**src/rtl/execute_cp.sv**
```systemverilog
// Execute-stage control path: resolves branches and jumps, drives the PC select and
// front-end flush, registers the surviving control bits into EX/MEM, and counts branches.
module execute_cp #(
    parameter int CNT_W = 32
) (
    input  logic             clk_i,
    input  logic             rst_ni,
    input  logic             stall_ex_i,
    input  logic             flush_ex_i,
    input  logic             branch_ex_i,
    input  logic             jump_ex_i,
    input  logic [2:0]       funct3_ex_i,
    input  logic             mem_write_ex_i,
    input  logic             reg_write_ex_i,
    input  logic [1:0]       result_src_ex_i,
    input  logic [1:0]       data_memory_size_ex_i,
    input  logic             data_memory_sign_ex_i,
    input  logic             zero_ex_i,
    input  logic             lt_ex_i,
    input  logic             ltu_ex_i,
    output logic             pc_src_ex_o,
    output logic             flush_fd_o,
    output logic             mem_read_ex_o,
    output logic             mem_write_mem_o,
    output logic             reg_write_mem_o,
    output logic [1:0]       result_src_mem_o,
    output logic [1:0]       data_memory_size_mem_o,
    output logic             data_memory_sign_mem_o,
    output logic [CNT_W-1:0] branch_cnt_o,
    output logic [CNT_W-1:0] taken_cnt_o
);

    logic cond;
    logic active;

    always_comb begin
        cond = 1'b0;
        unique case (funct3_ex_i)
            3'b000:  cond = zero_ex_i;
            3'b001:  cond = !zero_ex_i;
            3'b100:  cond = lt_ex_i;
            3'b101:  cond = !lt_ex_i;
            3'b110:  cond = ltu_ex_i;
            3'b111:  cond = !ltu_ex_i;
            default: cond = 1'b0;
        endcase
    end

    // A stalled or killed instruction must neither redirect fetch nor be counted.
    assign active        = !flush_ex_i && !stall_ex_i;
    assign pc_src_ex_o   = active && (jump_ex_i || (branch_ex_i && cond));
    assign flush_fd_o    = pc_src_ex_o;
    assign mem_read_ex_o = (result_src_ex_i == 2'b01) && !flush_ex_i;

    // Flush takes priority over stall so a killed instruction leaves a bubble behind.
    always_ff @(posedge clk_i or negedge rst_ni) begin
        if (!rst_ni) begin
            mem_write_mem_o        <= 1'b0;
            reg_write_mem_o        <= 1'b0;
            result_src_mem_o       <= 2'b00;
            data_memory_size_mem_o <= 2'b00;
            data_memory_sign_mem_o <= 1'b0;
        end else if (flush_ex_i) begin
            mem_write_mem_o        <= 1'b0;
            reg_write_mem_o        <= 1'b0;
            result_src_mem_o       <= 2'b00;
            data_memory_size_mem_o <= 2'b00;
            data_memory_sign_mem_o <= 1'b0;
        end else if (!stall_ex_i) begin
            mem_write_mem_o        <= mem_write_ex_i;
            reg_write_mem_o        <= reg_write_ex_i;
            result_src_mem_o       <= result_src_ex_i;
            data_memory_size_mem_o <= data_memory_size_ex_i;
            data_memory_sign_mem_o <= data_memory_sign_ex_i;
        end
    end

    always_ff @(posedge clk_i or negedge rst_ni) begin
        if (!rst_ni) begin
            branch_cnt_o <= '0;
            taken_cnt_o  <= '0;
        end else if (active) begin
            if (branch_ex_i) begin
                branch_cnt_o <= branch_cnt_o + 1'b1;
            end
            if (pc_src_ex_o) begin
                taken_cnt_o <= taken_cnt_o + 1'b1;
            end
        end
    end

endmodule

```
**config.mk**
```make
export PLATFORM = sky130hd
export DESIGN_NAME = execute_cp
export DESIGN_NICKNAME = d
export VERILOG_FILES = /design/src/rtl/execute_cp.sv
export SDC_FILE = /design/constraint.sdc
export NUM_CORES = 1
export LEC_CHECK = 0
export ABC_AREA = 1
export ABC_CLOCK_PERIOD_IN_PS = 3400
export BUFFER_PORTS_ARGS = -buffer_cell sky130_fd_sc_hd__buf_2
export CAP_MARGIN = 20
export CORE_AREA = 4 4 105 82
export CTS_BUF_LIST = sky130_fd_sc_hd__clkbuf_8
export DETAILED_ROUTE_END_ITERATION = 8
export DIE_AREA = 0 0 109 86
export PLACE_DENSITY = 0.84
export SLEW_MARGIN = 5
export SYNTH_ARGS = -nofsm -noshare
export SYNTH_HDL_FRONTEND = slang
export SYNTH_SLANG_ARGS = --single-unit
export TNS_END_PERCENT = 20
```
**constraint.sdc**
```tcl
create_clock -name clk_i -period 3.4 [get_ports clk_i]
set_input_delay 0.34 -clock clk_i [delete_from_list [all_inputs] [get_ports clk_i]]
set_output_delay 0.34 -clock clk_i [all_outputs]
set_load 0.01 [all_outputs]
```
==> results.ini, run 1 <==
[status]
status = finished clean

[worst_setup_path]
worst_ep_arrival_time_ns = 2.04
critPathKind = in -> out
required_ns = 3.06
start_kind = input port
endpoint_kind = primary output
worstPathMaxFanout = 34

[timing]
slew_viol_final = 0
whs_ns = 0.177
fin_crit_ns = 2.38
fin_ws_ns = 1.02
fin_tns_setup_ns = 0
min_period_over_period_pct = 70.0
relSlewSlack_pct = 57.1
worst_pin_slew_ns = 0.642
max_freq_mhz = 420
skew_ns = 0.0167
rsz0062_at_grt = no
setup_viol = 0
finalHoldViolCount = 0

[cells_and_area]
fill_cells = 659
nets = 792
stdcell_count = 881
drive_gt1_share_pct = 18.4
area_growth_pct = 15.8
final_core_util_pct = 69.0
fin_area_sq_mm = 0.00529
n_antenna_cell = 0

[synthesis]
synth-seq-cells = 71
syn_nets = 699
syn_inst = 678
synth_largest_area_cell = dfrtp_1
avgSynthCellArea_sq_um = 6.74
synth.top_cells.by_area = dfrtp_1 39%, nand2_1 25%, nor2_1 7.3%
synth_top_area_share_pct = 38.9
syn_area_sq_mm = 0.00457
yosysSeqAreaShare_pct = 38.9
yosys_warnings = 0
ys_types = 27

[cts]
cts_sinks = 71
path_clk_slew_ns = 0.08
post-cts-setup-buffer-count = 0
clock_latency_ns = 0.37
cts_resized = 0
cts.path.max_buffers = 2
numCtsBuffers = 9
clockRootBuffer = clkbuf_8
cts_tree = done
cts_hold_buf = 1
cts_htree_levels = 3

[detailed_routing]
avgRoutedWirePerCell_microns = 13.8
vias_per_cell = 5.24
drtIter0Drc = 379
drt_pass1_iterations = 5
dr_total_vias = 4618
wl_microns = 12200
drc = 0
ant_nets = 0

[pwr]
p_per_area_mw_per_mm2 = 369
max-vdd-ir-drop_mv = 0.281
static-leakage-power_nw = 2.78
p_total_mw = 1.95

[grt]
antenna_found_initial = 0
overflow = 0
grt_pass1_vias = 4020
grt_pass1_wl_microns = 19600
grt_usage_pct = 26.7
grt_max_degree = 47

[floorplan]
core-area_sq_mm = 0.00767
fp.dieW_microns = 109
io_pins = 93
die-area_sq_mm = 0.00937
die_height_microns = 86
rows = 28
start_util_pct = 59.6

[placed_design]
dp_cells = 864
dpl.hpwl_microns = 9180
place_ws_ns = 1.02
post_dp_cell_area_sq_mm = 0.00509
port_buffers = 92
place_congestion = 0.963

[hold_path]
hp-class = in -> reg

[flow_run]
drv_cap = 0

-- final timing paths --
| kind | slack [ns] | endpoint | start | depth (start not counted) |
|---|---|---|---|---|
| hold reg to reg | 0.51 | result_src_mem_o[1] | result_src_mem_o[1] | 2 |
| max in group asynchronous | 1.88 | taken_cnt_o[31] | rst_ni | 3 |
| hold / removal | 0.18 | data_memory_sign_mem_o | data_memory_sign_ex_i | 3 |
| setup reg to reg | 1.56 | taken_cnt_o[30] | taken_cnt_o[0] | 10 |
| min in group asynchronous | 0.50 | taken_cnt_o[17] | rst_ni | 2 |
| setup / recovery | 1.02 | pc_src_ex_o | flush_ex_i | 7 |
-- placed cells by master, fill, tap and decap left out --
| master | instances |
|---|---|
| o21ai_1 | 2 |
| bufinv_16 | 1 |
| nand3b_1 | 11 |
| nor2_2 | 11 |
| clkbuf_8 | 9 |
| o21ai_0 | 1 |
| xor2_1 | 16 |
| clkinv_4 | 1 |
| clkinv_2 | 2 |
| nand2_4 | 3 |
| buf_2 | 92 |
| nand2_1 | 307 |
| nand3_2 | 2 |
| nor2_8 | 3 |
| dfrtp_1 | 71 |
| or2_2 | 1 |
| nand2_2 | 7 |
| xnor2_1 | 14 |
| nand3_1 | 61 |
| nand4_1 | 7 |
| nor3_1 | 2 |
| inv_6 | 1 |
| buf_4 | 2 |
| dlygate4sd3_1 | 1 |
| nor2_1 | 89 |
| ha_1 | 2 |
| clkinvlp_4 | 2 |
| and2_1 | 1 |
| nor2_4 | 4 |
| inv_2 | 2 |
| inv_1 | 48 |
-- metal layers --
metal | vias up | share of wire [%] | global-route usage, %
met4 | 0 | 0.58 | 3.78
li1 | 2284 | - | -
met3 | 7 | 11 | 7.37
met5 | - | 0 | 0
met1 | 2128 | 46 | 40.4
met2 | 199 | 42 | 39.0
-- layout make-up --
cell class,count,area [sq um],share of cell area [%]
Clock inverter,7,72.6,1.37
Multi-Input combinational cell,544,2510,47.5
Clock buffer,9,124,2.34
Sequential cell,71,1780,33.6
Timing Repair Buffer,95,485,9.17
Inverter,50,188,3.55
Tap cell,105,131,2.48
-- flip-flops by register name, indices dropped and copies added, names as in the netlist --
signal and flops:
result_src_mem_o 2, reg_write_mem_o 1, data_memory_sign_mem_o 1, branch_cnt_o 32
data_memory_size_mem_o 2, mem_write_mem_o 1, taken_cnt_o 32
-- Yosys cell counts --
cell type	number
nand2_2	7
dfrtp_1	71
clkbuf_1	1
inv_1	48
o21ai_1	2
nand3_1	61
buf_1	1
nand2_1	307
nor2_1	89
and2_1	1
nor2_4	4
nand2_4	3
nor2_8	3
nand4_1	7
buf_4	1
or2_2	1
nor2_2	11
xnor2_1	14
buf_6	4
nand3b_1	11
buf_2	6
inv_2	2
nand3_2	2
nor3_1	2
xor2_1	16
ha_1	2
o21ai_0	1
-- cells by family (layout without fill, tap and decap cells) --
logic type | count (synthesis) | in the layout | share of synthesized area (%)
AOI/OAI and AO/OA | 3 | 3 | 0.328
and+or+nand+nor | 509 | 509 | 48.4
buffers and inverters | 63 | 161 | 6.08
adders and majority gates | 2 | 2 | 0.548
xor gates and xnor gates | 30 | 30 | 5.75
DFF | 71 | 71 | 38.9
-- power by group --
| part | switching [mW] | internal, mW |
|---|---|---|
| registers | 0.0702 | 0.896 |
| clock network | 0.356 | 0.340 |
| logic | 0.184 | 0.108 |
-- critical path: stages --
cell and delay (ns):
buf_2 0.15, inv_2 0.14, nand2_4 0.08, nor2_8 0.23, nand2_4 0.27, nand2_2 0.57
buf_2 0.25
(Power assumes the default switching activity.)
==> run 2: changes to the inputs <==
--- a/config.mk
+++ b/config.mk
@@ -6,14 +6,14 @@
 export NUM_CORES = 1
 export LEC_CHECK = 0
 export ABC_AREA = 1
-export ABC_CLOCK_PERIOD_IN_PS = 3400
+export ABC_CLOCK_PERIOD_IN_PS = 2200
 export BUFFER_PORTS_ARGS = -buffer_cell sky130_fd_sc_hd__buf_2
 export CAP_MARGIN = 20
-export CORE_AREA = 4 4 105 82
+export CORE_AREA = 4 4 109 85
 export CTS_BUF_LIST = sky130_fd_sc_hd__clkbuf_8
 export DETAILED_ROUTE_END_ITERATION = 8
-export DIE_AREA = 0 0 109 86
-export PLACE_DENSITY = 0.84
+export DIE_AREA = 0 0 113 89
+export PLACE_DENSITY = 0.78
 export SLEW_MARGIN = 5
 export SYNTH_ARGS = -nofsm -noshare
 export SYNTH_HDL_FRONTEND = slang
==> constraint.sdc (replaced) <==
create_clock -name clk_i -period 2.2 [get_ports clk_i]
set_input_delay 0.22 -clock clk_i [delete_from_list [all_inputs] [get_ports clk_i]]
set_output_delay 0.22 -clock clk_i [all_outputs]
set_load 0.01 [all_outputs]
==> run 2 against run 1 <==
Net effect: core utilization down 3.3 points; clock-buffer cell count up 2; via count down 0.78%; highest routed layer unchanged; final cell count up 0.68%; sequential power up 54%; first-iteration DRC count up 8.2%; die area up 7.3%; wire length up 2.5%; power up 73%.
==> results.ini, run 2 (synthesis gave the netlist of run 1 again) <==
[cts]
cts.path.max_buffers = 2  ; unchanged
path_clk_slew_ns = 0.08  ; about the same
clock_latency_ns = 0.35  ; -0.02 ns
cts_hold_buf = 1  ; unchanged
post-cts-setup-buffer-count = 0  ; unchanged
cts_htree_levels = 3  ; unchanged
numCtsBuffers = 9  ; unchanged
cts_resized = 0  ; unchanged
cts_tree = done
cts_sinks = 71  ; unchanged
clockRootBuffer = clkbuf_8

[cells_and_area]
final_core_util_pct = 65.7  ; -3.3 points
fin_area_sq_mm = 0.00541  ; +2.3%
n_antenna_cell = 0  ; unchanged
nets = 795  ; +0.38%
final_cell_mix = 307 x nand2_1, 92 x buf_2, 89 x nor2_1
drive_gt1_share_pct = 18.7  ; +0.31 points
final_common_cell = nand2_1
largest_registers = branch_cnt_o (32), taken_cnt_o (32)
area_growth_pct = 18.5

[worst_setup_path]
worst_ep_arrival_time_ns = 1.91  ; -0.13 ns
cp_cell_sequence = ha_1, inv_1, nor2_4, nand2_2, nor2_2, nand2_1, nand2_1, nand2_1, nand2_1, nand2_1
r2r_slack_ns = 0.54  ; -1.02 ns
crit_slowest_cell = dfrtp_1
critPathKind = reg -> reg
worstPathMaxFanout = 7  ; -79%
crit_path_start = taken_cnt_o[0]
path_buf_inv = 1  ; -2
required_ns = 2.44  ; -0.62 ns
r2r_start = taken_cnt_o[0]
crit_path_max_incr_delay_ns = 0.46  ; -0.11 ns
crit_top_cell = nand2_1
reg2reg_to = taken_cnt_o[30]
ff2ff_path_depth = 10  ; unchanged
crit_family = simple AND/OR/NAND/NOR gates
critPathCapture = taken_cnt_o[30]
start_kind = register
critical_path_cell_count = 10  ; +3
endpoint_kind = register

[placed_design]
dpl.hpwl_microns = 9400  ; +2.5%
post_dp_cell_area_sq_mm = 0.00512  ; +0.76%
place_congestion = 0.962  ; about the same
port_buffers = 92  ; unchanged

[status]
status = finished clean

[pwr]
p_seq_share_pct = 44.0  ; -5.4 points
static-leakage-power_nw = 2.84  ; +2.1%
swShare_pct = 26.6  ; -4.6 points
max-vdd-ir-drop_mv = 0.287  ; +2.2%
comb_power_share_pct = 13.7  ; -1.3 points
p_int_mw = 2.49  ; +85%
p_per_area_mw_per_mm2 = 626  ; +70%
p_sw_uw = 901  ; +48%
p_total_mw = 3.39  ; +73%
clkPwrFrac_pct = 42.3  ; +6.7 points

[detailed_routing]
vias_per_cell = 5.17  ; -1.5%
drtIter0Drc = 410  ; +8.2%
dr_total_vias = 4582  ; -0.78%
avgRoutedWirePerCell_microns = 14.1  ; +1.8%
wl_microns = 12500  ; +2.5%
ant_nets = 0  ; unchanged
drt_pass1_iterations = 5  ; unchanged
drc = 0  ; unchanged

[floorplan]
die-area_sq_mm = 0.0101  ; +7.3%
io_pins = 93  ; unchanged
fp.dieW_microns = 113  ; +3.7%
core-area_sq_mm = 0.00824  ; +7.4%
die_height_microns = 89  ; +3.5%
rows = 29  ; +3.6%
start_util_pct = 55.5  ; -4.1 points

[timing]
whs_ns = 0.0752  ; -0.102 ns
rsz0062_at_grt = no
skew_ns = 0.00615  ; -0.0106 ns
max_freq_mhz = 601
slew_viol_final = 0  ; unchanged
fin_crit_ns = 1.66
setup_viol = 0  ; unchanged
worst_pin_slew_ns = 0.728  ; +0.0860 ns
fin_tns_setup_ns = 0  ; unchanged
min_period_over_period_pct = 75.6
finalHoldViolCount = 0  ; unchanged
relSlewSlack_pct = 51.5  ; -5.6 points

[grt]
antenna_found_initial = 0  ; unchanged
grt_usage_pct = 25.7  ; -0.93 points
overflow = 0  ; unchanged
grt_pass1_vias = 4117  ; +2.4%
grt_max_degree = 43  ; -8.5%
grt_pass1_wl_microns = 20700  ; +5.4%

[flow_run]
drv_cap = 0  ; unchanged

[hold_path]
hp-class = in -> reg

## run 2: changes by cell type in the layout (fill, tap and decap cells not counted), sizes merged
cell	change
buf	+3
bufinv	+3
clkbuf	+2
clkinv	-3
clkinvlp	-1
inv	-1
## run 2: final cells by class
| type | count | area [sq um] |
|---|---|---|
| fill | 744 | 2820 |
| multi-input combinational | 544 | 2510 |
| sequential | 71 | 1780 |
| timing repair buffer | 98 | 520 |
| inverter | 50 | 188 |
| clock buffer | 11 | 151 |
| tap | 108 | 135 |
| clock inverter | 5 | 128 |
## run 2: power groups by stage
| stage | clock network [mW] | registers [mW] | logic [mW] |
|---|---|---|---|
| finish | 1.43 | 1.49 | 0.466 |
| global route | 1.52 | 1.50 | 0.524 |
| CTS | 1.46 | 1.49 | 0.470 |
| detailed placement | 0 | 1.51 | 0.467 |
| global placement | 0 | 1.51 | 0.457 |
| floorplan | 0 | 1.54 | 0.244 |
## run 2: per-layer routing
metal  up-vias  part of all wire (%)  global-route usage [%]
met1      2091                    49                    40.1
met3        10                    10                    6.70
li1       2282                     -                       -
met4         0                   1.0                    6.44
met5         -                     0                       0
met2       199                    40                    35.2
## run 2: stage by stage
stage | instances | setup slack, ns
finish | 887 | 0.537
global route | 887 | 0.410
CTS | 887 | 0.555
detailed placement | 870 | 0.560
global placement | 870 | 0.618
floorplan | 678 | 0.655
## run 2: how the worst min path moves through the flow
stage | startpoint | to | slack (ns) | depth (start not counted)
detailed placement | rst_ni | data_memory_size_mem_o[0] | 0.32 | 1
global route | data_memory_size_ex_i[1] | data_memory_size_mem_o[1] | 0.08 | 3
finish | reg_write_ex_i | reg_write_mem_o | 0.08 | 3
global placement | rst_ni | data_memory_size_mem_o[0] | 0.31 | 1
CTS | data_memory_sign_ex_i | data_memory_sign_mem_o | 0.06 | 3
floorplan | rst_ni | branch_cnt_o[0] | -0.08 | 0
## run 2: worst register-to-register path: cells and delay by family, from the launching register on
family / cells / cell delay, ns
AND/OR/NAND/NOR: 8 / 0.72
adder cells (fa/ha/maj): 1 / 0.26
flip-flops: 1 / 0.46
buffers and inverters: 1 / 0.10
